File: src/rtl/l2_bus_arbiter.sv
// rtl/l2_bus_arbiter.sv - two-core round-robin arbiter and sequencer for the shared L2 bus
// Registers every L2-side and core-side output; core fields are latched at grant.
module l2_bus_arbiter #(
  parameter int TIMEOUT = 64,
  parameter int CNT_W   = 7
) (
  input  logic        clk,
  input  logic        reset,
  input  logic        req0,
  input  logic [6:0]  opcode0,
  input  logic [31:0] addr0,
  input  logic [31:0] data0,
  input  logic [23:0] tag0,
  output logic        ack0,
  output logic [31:0] rdata0,
  output logic        err0,
  input  logic        req1,
  input  logic [6:0]  opcode1,
  input  logic [31:0] addr1,
  input  logic [31:0] data1,
  input  logic [23:0] tag1,
  output logic        ack1,
  output logic [31:0] rdata1,
  output logic        err1,
  output logic [6:0]  opcode_to_L2,
  output logic [31:0] bus_address_out,
  output logic [31:0] bus_data_out,
  output logic [23:0] bus_tag_out,
  output logic        flush_out,
  input  logic [1:0]  cache_hit_in,
  input  logic [31:0] data_from_L2,
  output logic        busy,
  output logic        grant_id
);

  localparam logic [6:0] OP_LOAD  = 7'b0000011;
  localparam logic [6:0] OP_FLUSH = 7'b0100011;

  typedef enum logic [1:0] {S_IDLE, S_ISSUE, S_WAIT, S_DONE} state_t;

  state_t             state_q, state_d;
  logic               rr_q, rr_d;
  logic               gid_q, gid_d;
  logic               busy_q, busy_d;
  logic [CNT_W-1:0]   cnt_q, cnt_d, cnt_inc;
  logic [6:0]         op_q, op_d;
  logic [6:0]         l2_op_q, l2_op_d;
  logic [31:0]        l2_addr_q, l2_addr_d;
  logic [31:0]        l2_data_q, l2_data_d;
  logic [23:0]        l2_tag_q, l2_tag_d;
  logic               flush_q, flush_d;
  logic               ack0_q, ack0_d, ack1_q, ack1_d;
  logic [31:0]        rdata0_q, rdata0_d, rdata1_q, rdata1_d;
  logic               err0_q, err0_d, err1_q, err1_d;

  logic               gnt;
  logic [6:0]         sel_op;
  logic [31:0]        sel_addr, sel_data;
  logic [23:0]        sel_tag;
  logic               finish, fin_err;
  logic [31:0]        fin_rdata;

  always_comb begin
    state_d   = state_q;
    rr_d      = rr_q;
    gid_d     = gid_q;
    busy_d    = busy_q;
    cnt_d     = cnt_q;
    op_d      = op_q;
    l2_op_d   = l2_op_q;
    l2_addr_d = l2_addr_q;
    l2_data_d = l2_data_q;
    l2_tag_d  = l2_tag_q;
    flush_d   = flush_q;
    ack0_d    = 1'b0;
    ack1_d    = 1'b0;
    rdata0_d  = rdata0_q;
    rdata1_d  = rdata1_q;
    err0_d    = err0_q;
    err1_d    = err1_q;
    finish    = 1'b0;
    fin_err   = 1'b0;
    fin_rdata = '0;
    cnt_inc   = cnt_q + CNT_W'(1);

    gnt      = (req0 && req1) ? rr_q : req1;
    sel_op   = gnt ? opcode1 : opcode0;
    sel_addr = gnt ? addr1   : addr0;
    sel_data = gnt ? data1   : data0;
    sel_tag  = gnt ? tag1    : tag0;

    case (state_q)
      S_IDLE: begin
        if (req0 || req1) begin
          state_d = S_ISSUE;
          busy_d  = 1'b1;
          gid_d   = gnt;
          op_d    = sel_op;
          // Unknown opcodes leave the bus at its idle zero value.
          if (sel_op == OP_LOAD || sel_op == OP_FLUSH) begin
            l2_op_d   = sel_op;
            l2_addr_d = sel_addr;
            l2_data_d = sel_data;
            l2_tag_d  = sel_tag;
            flush_d   = (sel_op == OP_FLUSH);
          end
        end
      end
      S_ISSUE: begin
        if (op_q == OP_LOAD) begin
          cnt_d   = '0;
          state_d = S_WAIT;
        end else begin
          finish  = 1'b1;
          fin_err = (op_q != OP_FLUSH);
        end
      end
      S_WAIT: begin
        if (cache_hit_in == 2'b10) begin
          finish    = 1'b1;
          fin_rdata = data_from_L2;
        end else begin
          cnt_d = cnt_inc;
          if (cnt_inc == CNT_W'(TIMEOUT)) begin
            finish  = 1'b1;
            fin_err = 1'b1;
          end
        end
      end
      S_DONE: begin
        state_d = S_IDLE;
        busy_d  = 1'b0;
        gid_d   = 1'b0;
        rr_d    = ~gid_q;
      end
      default: state_d = S_IDLE;
    endcase

    if (finish) begin
      state_d   = S_DONE;
      l2_op_d   = '0;
      l2_addr_d = '0;
      l2_data_d = '0;
      l2_tag_d  = '0;
      flush_d   = 1'b0;
      if (gid_q) begin
        ack1_d   = 1'b1;
        rdata1_d = fin_rdata;
        err1_d   = fin_err;
      end else begin
        ack0_d   = 1'b1;
        rdata0_d = fin_rdata;
        err0_d   = fin_err;
      end
    end
  end

  always_ff @(posedge clk) begin
    if (reset) begin
      state_q   <= S_IDLE;
      rr_q      <= 1'b0;
      gid_q     <= 1'b0;
      busy_q    <= 1'b0;
      cnt_q     <= '0;
      op_q      <= '0;
      l2_op_q   <= '0;
      l2_addr_q <= '0;
      l2_data_q <= '0;
      l2_tag_q  <= '0;
      flush_q   <= 1'b0;
      ack0_q    <= 1'b0;
      ack1_q    <= 1'b0;
      rdata0_q  <= '0;
      rdata1_q  <= '0;
      err0_q    <= 1'b0;
      err1_q    <= 1'b0;
    end else begin
      state_q   <= state_d;
      rr_q      <= rr_d;
      gid_q     <= gid_d;
      busy_q    <= busy_d;
      cnt_q     <= cnt_d;
      op_q      <= op_d;
      l2_op_q   <= l2_op_d;
      l2_addr_q <= l2_addr_d;
      l2_data_q <= l2_data_d;
      l2_tag_q  <= l2_tag_d;
      flush_q   <= flush_d;
      ack0_q    <= ack0_d;
      ack1_q    <= ack1_d;
      rdata0_q  <= rdata0_d;
      rdata1_q  <= rdata1_d;
      err0_q    <= err0_d;
      err1_q    <= err1_d;
    end
  end

  assign ack0            = ack0_q;
  assign rdata0          = rdata0_q;
  assign err0            = err0_q;
  assign ack1            = ack1_q;
  assign rdata1          = rdata1_q;
  assign err1            = err1_q;
  assign opcode_to_L2    = l2_op_q;
  assign bus_address_out = l2_addr_q;
  assign bus_data_out    = l2_data_q;
  assign bus_tag_out     = l2_tag_q;
  assign flush_out       = flush_q;
  assign busy            = busy_q;
  assign grant_id        = gid_q;

endmodule

File: config.mk
export PLATFORM = sky130hd
export DESIGN_NAME = l2_bus_arbiter
export DESIGN_NICKNAME = d
export VERILOG_FILES = /design/src/rtl/l2_bus_arbiter.sv
export SDC_FILE = /design/constraint.sdc
export NUM_CORES = 1
export LEC_CHECK = 0
export BUFFER_PORTS_ARGS = -buffer_cell sky130_fd_sc_hd__buf_2
export CAP_MARGIN = 20
export CORE_AREA = 2 2 151 153
export DETAILED_ROUTE_END_ITERATION = 8
export DIE_AREA = 0 0 153 155
export PLACE_DENSITY = 0.67
export SLEW_MARGIN = 20
export SYNTH_ARGS = -nofsm -noshare
export SYNTH_HDL_FRONTEND = slang
export SYNTH_SLANG_ARGS = --single-unit
File: constraint.sdc
create_clock -name clk -period 3.9 [get_ports clk]
set_input_delay 0.195 -clock clk [delete_from_list [all_inputs] [get_ports clk]]
set_output_delay 0.195 -clock clk [all_outputs]
set_load 0.03 [all_outputs]
==> flow_summary.toml, run 1 <==
[floorplan]
die_w_um = 153
rows = 55
io_pins = 394
fp.dieArea_sq_mm = 0.0237
die_height_um = 155
coreArea_sq_mm = 0.0222
initial_core_util_pct = 36.9

[yosys]
synthArstFlopShare_pct = 0
synth.distinct_cells = 45
synthFlopType = "dfxtp_1"
syn_area_per_cell_sq_um = 9.16
synth_area_sq_mm = 0.00821
synth_edf_count = 0
syn_nets = 1129
ys_ff_latch = 183
synth_top_area_share_pct = 44.6
synth_seq_area_share_pct = 44.6
yosysTopAreaCell = "dfxtp_1"
synth_cells = 896
ys_warn_count = 0
synth_area_leaders = "dfxtp_1 45%, mux2i_1 12%, a211oi_1 7.3%"

[drt]
drtAntennaViolNets = 0
drc = 0
vias_per_cell = 5.03
avgRoutedWirePerCell_um = 15.8
wirelength_mm = 24.3
first_pass_iters = 5
vias = 7730
drt-initial-drc-count = 482

[clocking]
htreeDepth = 4
cts_root_buf = "clkbuf_16"
cts_tree = "built"
cts_max_path_buffers = 2
cts_resized = 0
cts_buffers = 17
postCtsSetupRepairBufs = 0
postCtsHoldBufs = 0
clk_pin_slew_ns = 0.08
cts.sinks = 183
clock_latency_ns = 0.43

[setup_path]
required_ns = 4.25
reg2reg_slack_ns = 0.92
cp.arrival_ns = 3.33
r2r_end = "rdata0[9]"
critPathLaunch = "state_q[0]"
critPathLaunchType = "flop"
cp-endpoint = "rdata0[9]"
r2r_start = "state_q[0]"
critPathKind = "flop to flop"
path_max_fanout = 38
cp-end-kind = "flop"
reg2regPathDepth = 8

[final_layout]
fillers = 2165
finalNetCount = 1473
layout.area.seq_sq_mm = 0.00366
n_antenna_cell = 0
drive_gt1_share_pct = 37.9
area_delta_synth_final_pct = 32.9
multi_input_area_sq_mm = 0.00411

[timing]
fin_tns_setup_ns = 0
finalSetupViolCount = 0
finalHoldViolations = 0
min_period_over_period_pct = 76.3
slew_viol_final = 0
rsz0062_at_grt = "false"
fin_skew_ns = 0.0190
period_minus_slack_ns = 2.98
worst_slack_ns = 0.925
worstMarginPinSlew_ns = 1.04
fmax_mhz = 336
maxSlewHeadroom_pct = 30.9

[power]
p_leak_nw = 4.98
ir_drop_v = 0.000253
powerDensity_mw_per_mm2 = 420

[flow_run]
drv_cap = 0

[place]
gp_congestion = 0.869
dp_hpwl_mm = 18.2
io_buffers = 393
pre_cts_slack_ns = 0.927

[min_path]
hp-class = "primary input to flop"
holdPathStages = 3

[global_routing]
grt_pass1_vias = 7085
grt-ovfl-total = 0
grt_pass1_wl_mm = 37.4
track_usage_pct = 19.6
grt_max_degree = 89
antenna_found_initial = 0

[status]
outcome = "complete, no violations"
area by class of cell:
cell class	count	share of cell area (%)
Timing Repair Buffer	414	19.8
Multi-Input combinational cell	618	37.6
Clock buffer	18	4.03
Inverter	6	0.206
Sequential cell	183	33.6
Tap cell	285	3.27
Clock inverter	14	1.45
worst min path at each step:
stage	start	to
floorplan	data_from_L2[0]	rdata0[0]
global placement	opcode_to_L2[0]	opcode_to_L2[0]
detailed placement	rdata1[7]	rdata1[7]
CTS	data1[11]	bus_data_out[11]
global route	data1[6]	bus_data_out[6]
finish	data1[11]	bus_data_out[11]
routing by layer:
metal  GRT usage [%]  share of wire (%)  vias to the layer above
met3            7.27                9.0                       20
met5               0                  0                        -
met1            23.7                 41                     3505
met2            33.3                 49                      275
met4            5.03               0.95                        0
li1                -                  -                     3930
through the flow:
| step | hold slack [ns] | total power [mW] | instances | cell area (sq um) | util (%) |
|---|---|---|---|---|---|
| 3_3_place_gp | 0.448 | 2.90 | 1506 | 10300 | 46.4 |
| 6_report | 0.0887 | 4.58 | 1538 | 10900 | 49.1 |
| 5_1_grt | 0.0969 | 4.81 | 1538 | 10900 | 49.1 |
| 3_5_place_dp | 0.455 | 2.91 | 1506 | 10300 | 46.4 |
| 2_1_floorplan | 0.426 | 2.62 | 896 | 8210 | - |
| 4_1_cts | 0.0734 | 4.65 | 1538 | 10900 | 49.1 |
cells by family after synthesis:
logic type	synth area share [%]
AO/OA/AOI/OAI	23.3
flip-flops	44.6
buffers and inverters	5.64
multiplexers	12.0
adder cells (fa/ha/maj)	0.762
AND/OR/NAND/NOR	13.7
Yosys cell counts (all sizes together) (5+ instances only):
cell type and count:
dfxtp 183, nor2 112, a211oi 102, mux2i 98, a21oi 76, nand3 68
a21o 65, buf 54, nand2 40, clkbuf 35, inv 6, ha 5
cell usage in the layout (no fill, tap or decap), types with 4 or more instances in the layout:
| master | Yosys | layout |
|---|---|---|
| nand3_1 | 68 | 68 |
| dfxtp_1 | 183 | 183 |
| a21o_1 | 65 | 65 |
| a211oi_1 | 80 | 80 |
| nor2_1 | 112 | 111 |
| inv_1 | 6 | 6 |
| ha_1 | 5 | 5 |
| nand2_1 | 40 | 40 |
| nor3b_1 | 4 | 4 |
| buf_2 | 37 | 393 |
| clkbuf_16 | 0 | 17 |
| a211oi_2 | 22 | 22 |
| clkinv_8 | 0 | 4 |
| buf_4 | 8 | 18 |
| a21oi_1 | 75 | 75 |
| inv_6 | 0 | 5 |
| mux2i_1 | 98 | 98 |
flip-flops by register name, summed over array words and instances (netlist names):
| register | cells |
|---|---|
| bus_address_out | 32 |
| bus_data_out | 32 |
| rdata0 | 32 |
| rdata1 | 32 |
| bus_tag_out | 24 |
| cnt_q | 7 |
| op_q | 7 |
| opcode_to_L2 | 7 |
| state_q | 2 |
| ack0 | 1 |
| ack1 | 1 |
| busy | 1 |
| err0 | 1 |
| err1 | 1 |
| flush_out | 1 |
| grant_id | 1 |
| rr_q | 1 |
worst max-delay path, stage by stage (launching register included):
cell and delay, ns:
dfxtp_1 0.37, inv_1 0.08, ha_1 0.39, nand4_1 0.12, a211o_1 0.27, or4_2 1.04
buf_4 0.34, a21o_1 0.19, a21oi_1 0.11
where the power goes:
| part | switching [mW] | internal [mW] |
|---|---|---|
| clock network | 0.842 | 0.879 |
| registers | 0.0406 | 1.93 |
| logic | 0.563 | 0.329 |
| total | 1.45 | 3.14 |
Note: power is estimated with default switching activity, not from simulation.
==> run 2: changes to the inputs <==
--- a/config.mk
+++ b/config.mk
@@ -5,12 +5,13 @@
 export SDC_FILE = /design/constraint.sdc
 export NUM_CORES = 1
 export LEC_CHECK = 0
+export ABC_AREA = 1
 export BUFFER_PORTS_ARGS = -buffer_cell sky130_fd_sc_hd__buf_2
 export CAP_MARGIN = 20
-export CORE_AREA = 2 2 151 153
+export CORE_AREA = 2 2 154 156
 export DETAILED_ROUTE_END_ITERATION = 8
-export DIE_AREA = 0 0 153 155
-export PLACE_DENSITY = 0.67
+export DIE_AREA = 0 0 156 158
+export PLACE_DENSITY = 0.66
 export SLEW_MARGIN = 20
 export SYNTH_ARGS = -nofsm -noshare
 export SYNTH_HDL_FRONTEND = slang
==> constraint.sdc (replaced) <==
create_clock -name clk -period 2.94 [get_ports clk]
set_input_delay 0.147 -clock clk [delete_from_list [all_inputs] [get_ports clk]]
set_output_delay 0.147 -clock clk [all_outputs]
set_load 0.03 [all_outputs]
==> run 2 against run 1 <==
- cell count grew 31%
- die area grew 3.9%
- largest power group unchanged
- register-to-register slack worse by 0.28 ns
- sequential share of layout area fell by 1.5 points
- via count is 18% higher
- combinational power grew to 2.6 times the previous value
- power rose by 67%
- sequential cell count did not move
- design area rose by 4.7%
- clock power grew 42%
- highest routed layer unchanged
- clock skew decreased by 0.0052 ns
==> flow_summary.toml, run 2 <==
[power]
p_leak_nw = 6.38
powerDensity_mw_per_mm2 = 672
ir_drop_v = 0.000318

[drt]
drc = 0
first_pass_iters = 5
avgRoutedWirePerCell_um = 13.6
wirelength_mm = 27.4
vias = 9157
drt-initial-drc-count = 545
vias_per_cell = 4.56
drtAntennaViolNets = 0

[timing]
fin_tns_setup_ns = 0
period_minus_slack_ns = 2.29
slew_viol_final = 0
fin_skew_ns = 0.0138
finalSetupViolCount = 0
worstMarginPinSlew_ns = 0.904
min_period_over_period_pct = 78.0
finalHoldViolations = 0
rsz0062_at_grt = "false"
fmax_mhz = 436
maxSlewHeadroom_pct = 39.7

[floorplan]
fp.dieArea_sq_mm = 0.0246
coreArea_sq_mm = 0.0231
die_height_um = 158
die_w_um = 156
initial_core_util_pct = 37.2
io_pins = 394
rows = 56

[min_path]
hp-class = "primary input to flop"

[yosys]
yosysTopAreaCell = "dfxtp_1"
synth_edf_count = 0
synth_seq_area_share_pct = 42.7
ys_ff_latch = 183
synth_top_area_share_pct = 42.7
yosys-top-cells-count = "636 x nand2_1, 183 x dfxtp_1, 160 x nor2_1"
synth.most_common_cell = "nand2_1"
synth_cells = 1346
ys_warn_count = 0
syn_area_per_cell_sq_um = 6.37
synth.distinct_cells = 27
synth_area_leaders = "dfxtp_1 43%, nand2_1 28%, nor2_1 7.0%"
syn_nets = 1579
synthArstFlopShare_pct = 0
synthFlopType = "dfxtp_1"
synth_area_sq_mm = 0.00858

[clocking]
htreeDepth = 4
cts_max_path_buffers = 2
cts_buffers = 17
cts_resized = 0
cts_tree = "built"
clock_latency_ns = 0.42
cts.sinks = 183
clk_pin_slew_ns = 0.07
cts_root_buf = "clkbuf_16"

[status]
outcome = "complete, no violations"

[setup_path]
critPathLaunchType = "flop"
cp-end-kind = "flop"
cp.arrival_ns = 2.64
crit_top_cell = "a21oi_1"
path_max_fanout = 27
required_ns = 3.28
path_cells = "inv_1 > ha_1 > o21ai_0 > a21oi_1 > o21ai_1 > nor2_1 > nand2_4 > inv_2 > buf_4 > nand2_1 > a21oi_1"
critPathMaxStageDelay_ns = 0.36
critPathKind = "flop to flop"
critPathSlowestCell = "inv_2"

[final_layout]
area_delta_synth_final_pct = 33.1
drive_gt1_share_pct = 28.8
finalNetCount = 1938
final_common_cell = "nand2_1"
final_cell_mix = "636 x nand2_1, 393 x buf_2, 183 x dfxtp_1, 160 x nor2_1, 120 x inv_1"
post-route-util_pct = 49.5
n_antenna_cell = 0

[global_routing]
grt_max_degree = 95
grt_pass1_wl_mm = 40.9
antenna_found_initial = 0
track_usage_pct = 21.0
grt_pass1_vias = 7913
grt-ovfl-total = 0

[flow_run]
drv_cap = 0

[place]
dp_hpwl_mm = 20.7
io_buffers = 393
gp_congestion = 0.857
## run 2: worst paths after layout
| kind | slack (ns) | startpoint | cells past startpoint | to |
|---|---|---|---|---|
| setup / recovery | 0.65 | state_q[0] | 11 | bus_address_out[12] |
| hold / removal | 0.02 | data_from_L2[3] | 3 | rdata0[3] |
| setup reg to reg | 0.65 | state_q[0] | 11 | bus_address_out[12] |
| hold reg to reg | 0.45 | opcode_to_L2[2] | 2 | opcode_to_L2[2] |
## run 2: what timing repair did
| item | CTS | global route |
|---|---|---|
| setup buffers | 0 | 0 |
| hold buffers | 5 | 0 |
| endpoints found under the setup margin | 0 | 0 |
| endpoints found under the hold margin | 9 | 0 |
## run 2: kinds of logic (layout without fill, tap and decap cells)
family | after synthesis | count (layout) | synth area share (%)
adder cells (fa/ha/maj) | 5 | 5 | 0.730
AO/OA/AOI/OAI | 139 | 139 | 10.0
flip-flops | 183 | 183 | 42.7
buffers and inverters | 200 | 572 | 10.0
AND/OR/NAND/NOR | 819 | 819 | 36.5
## run 2: area by class of cell
class                      instances  area (sq um)
fill                            2403         11600
multi-input combinational        963          4070
sequential                       183          3660
timing repair buffer             416          2230
inverter                         124           465
clock buffer                      18           439
tap                              290           363
clock inverter                    14           190
## run 2: worst max-delay path: cells and delay by family, from the launching register on
family,cells,cell delay [ns]
DFF,1,0.33
AOI/OAI and AO/OA,4,0.51
and+or+nand+nor,3,0.37
buffers and inverters,3,0.82
adders and majority gates,1,0.19
## run 2: report_power, final
part | switching [mW] | internal [mW] | total (mW)
combinational | 1.60 | 0.737 | 2.34
sequential | 0.146 | 2.75 | 2.89
clock | 1.05 | 1.39 | 2.44
## run 2: stage by stage
| stage | worst slack (ns) | cell area, sq um | cells | total power, mW | hold WS (ns) |
|---|---|---|---|---|---|
| 6_report | 0.645 | 11400 | 2008 | 7.67 | 0.0198 |
| 5_1_grt | 0.404 | 11400 | 2008 | 8.15 | 0.0178 |
| 4_1_cts | 0.585 | 11400 | 2008 | 7.75 | 0.00198 |
| 3_5_place_dp | 0.585 | 10700 | 1971 | 5.30 | 0.397 |
| 3_3_place_gp | 0.699 | 10700 | 1971 | 5.27 | 0.392 |
| 2_1_floorplan | 1.15 | 8580 | 1346 | 4.60 | 0.285 |
## run 2: layer usage
metal  vias up  global-route usage, %  part of all wire (%)
li1       4757                      -                     -
met1      4057                   27.5                    44
met2       320                   34.3                    47
met3        23                   5.91                   8.2
met4         0                   5.46                   1.4
met5         -                      0                     0
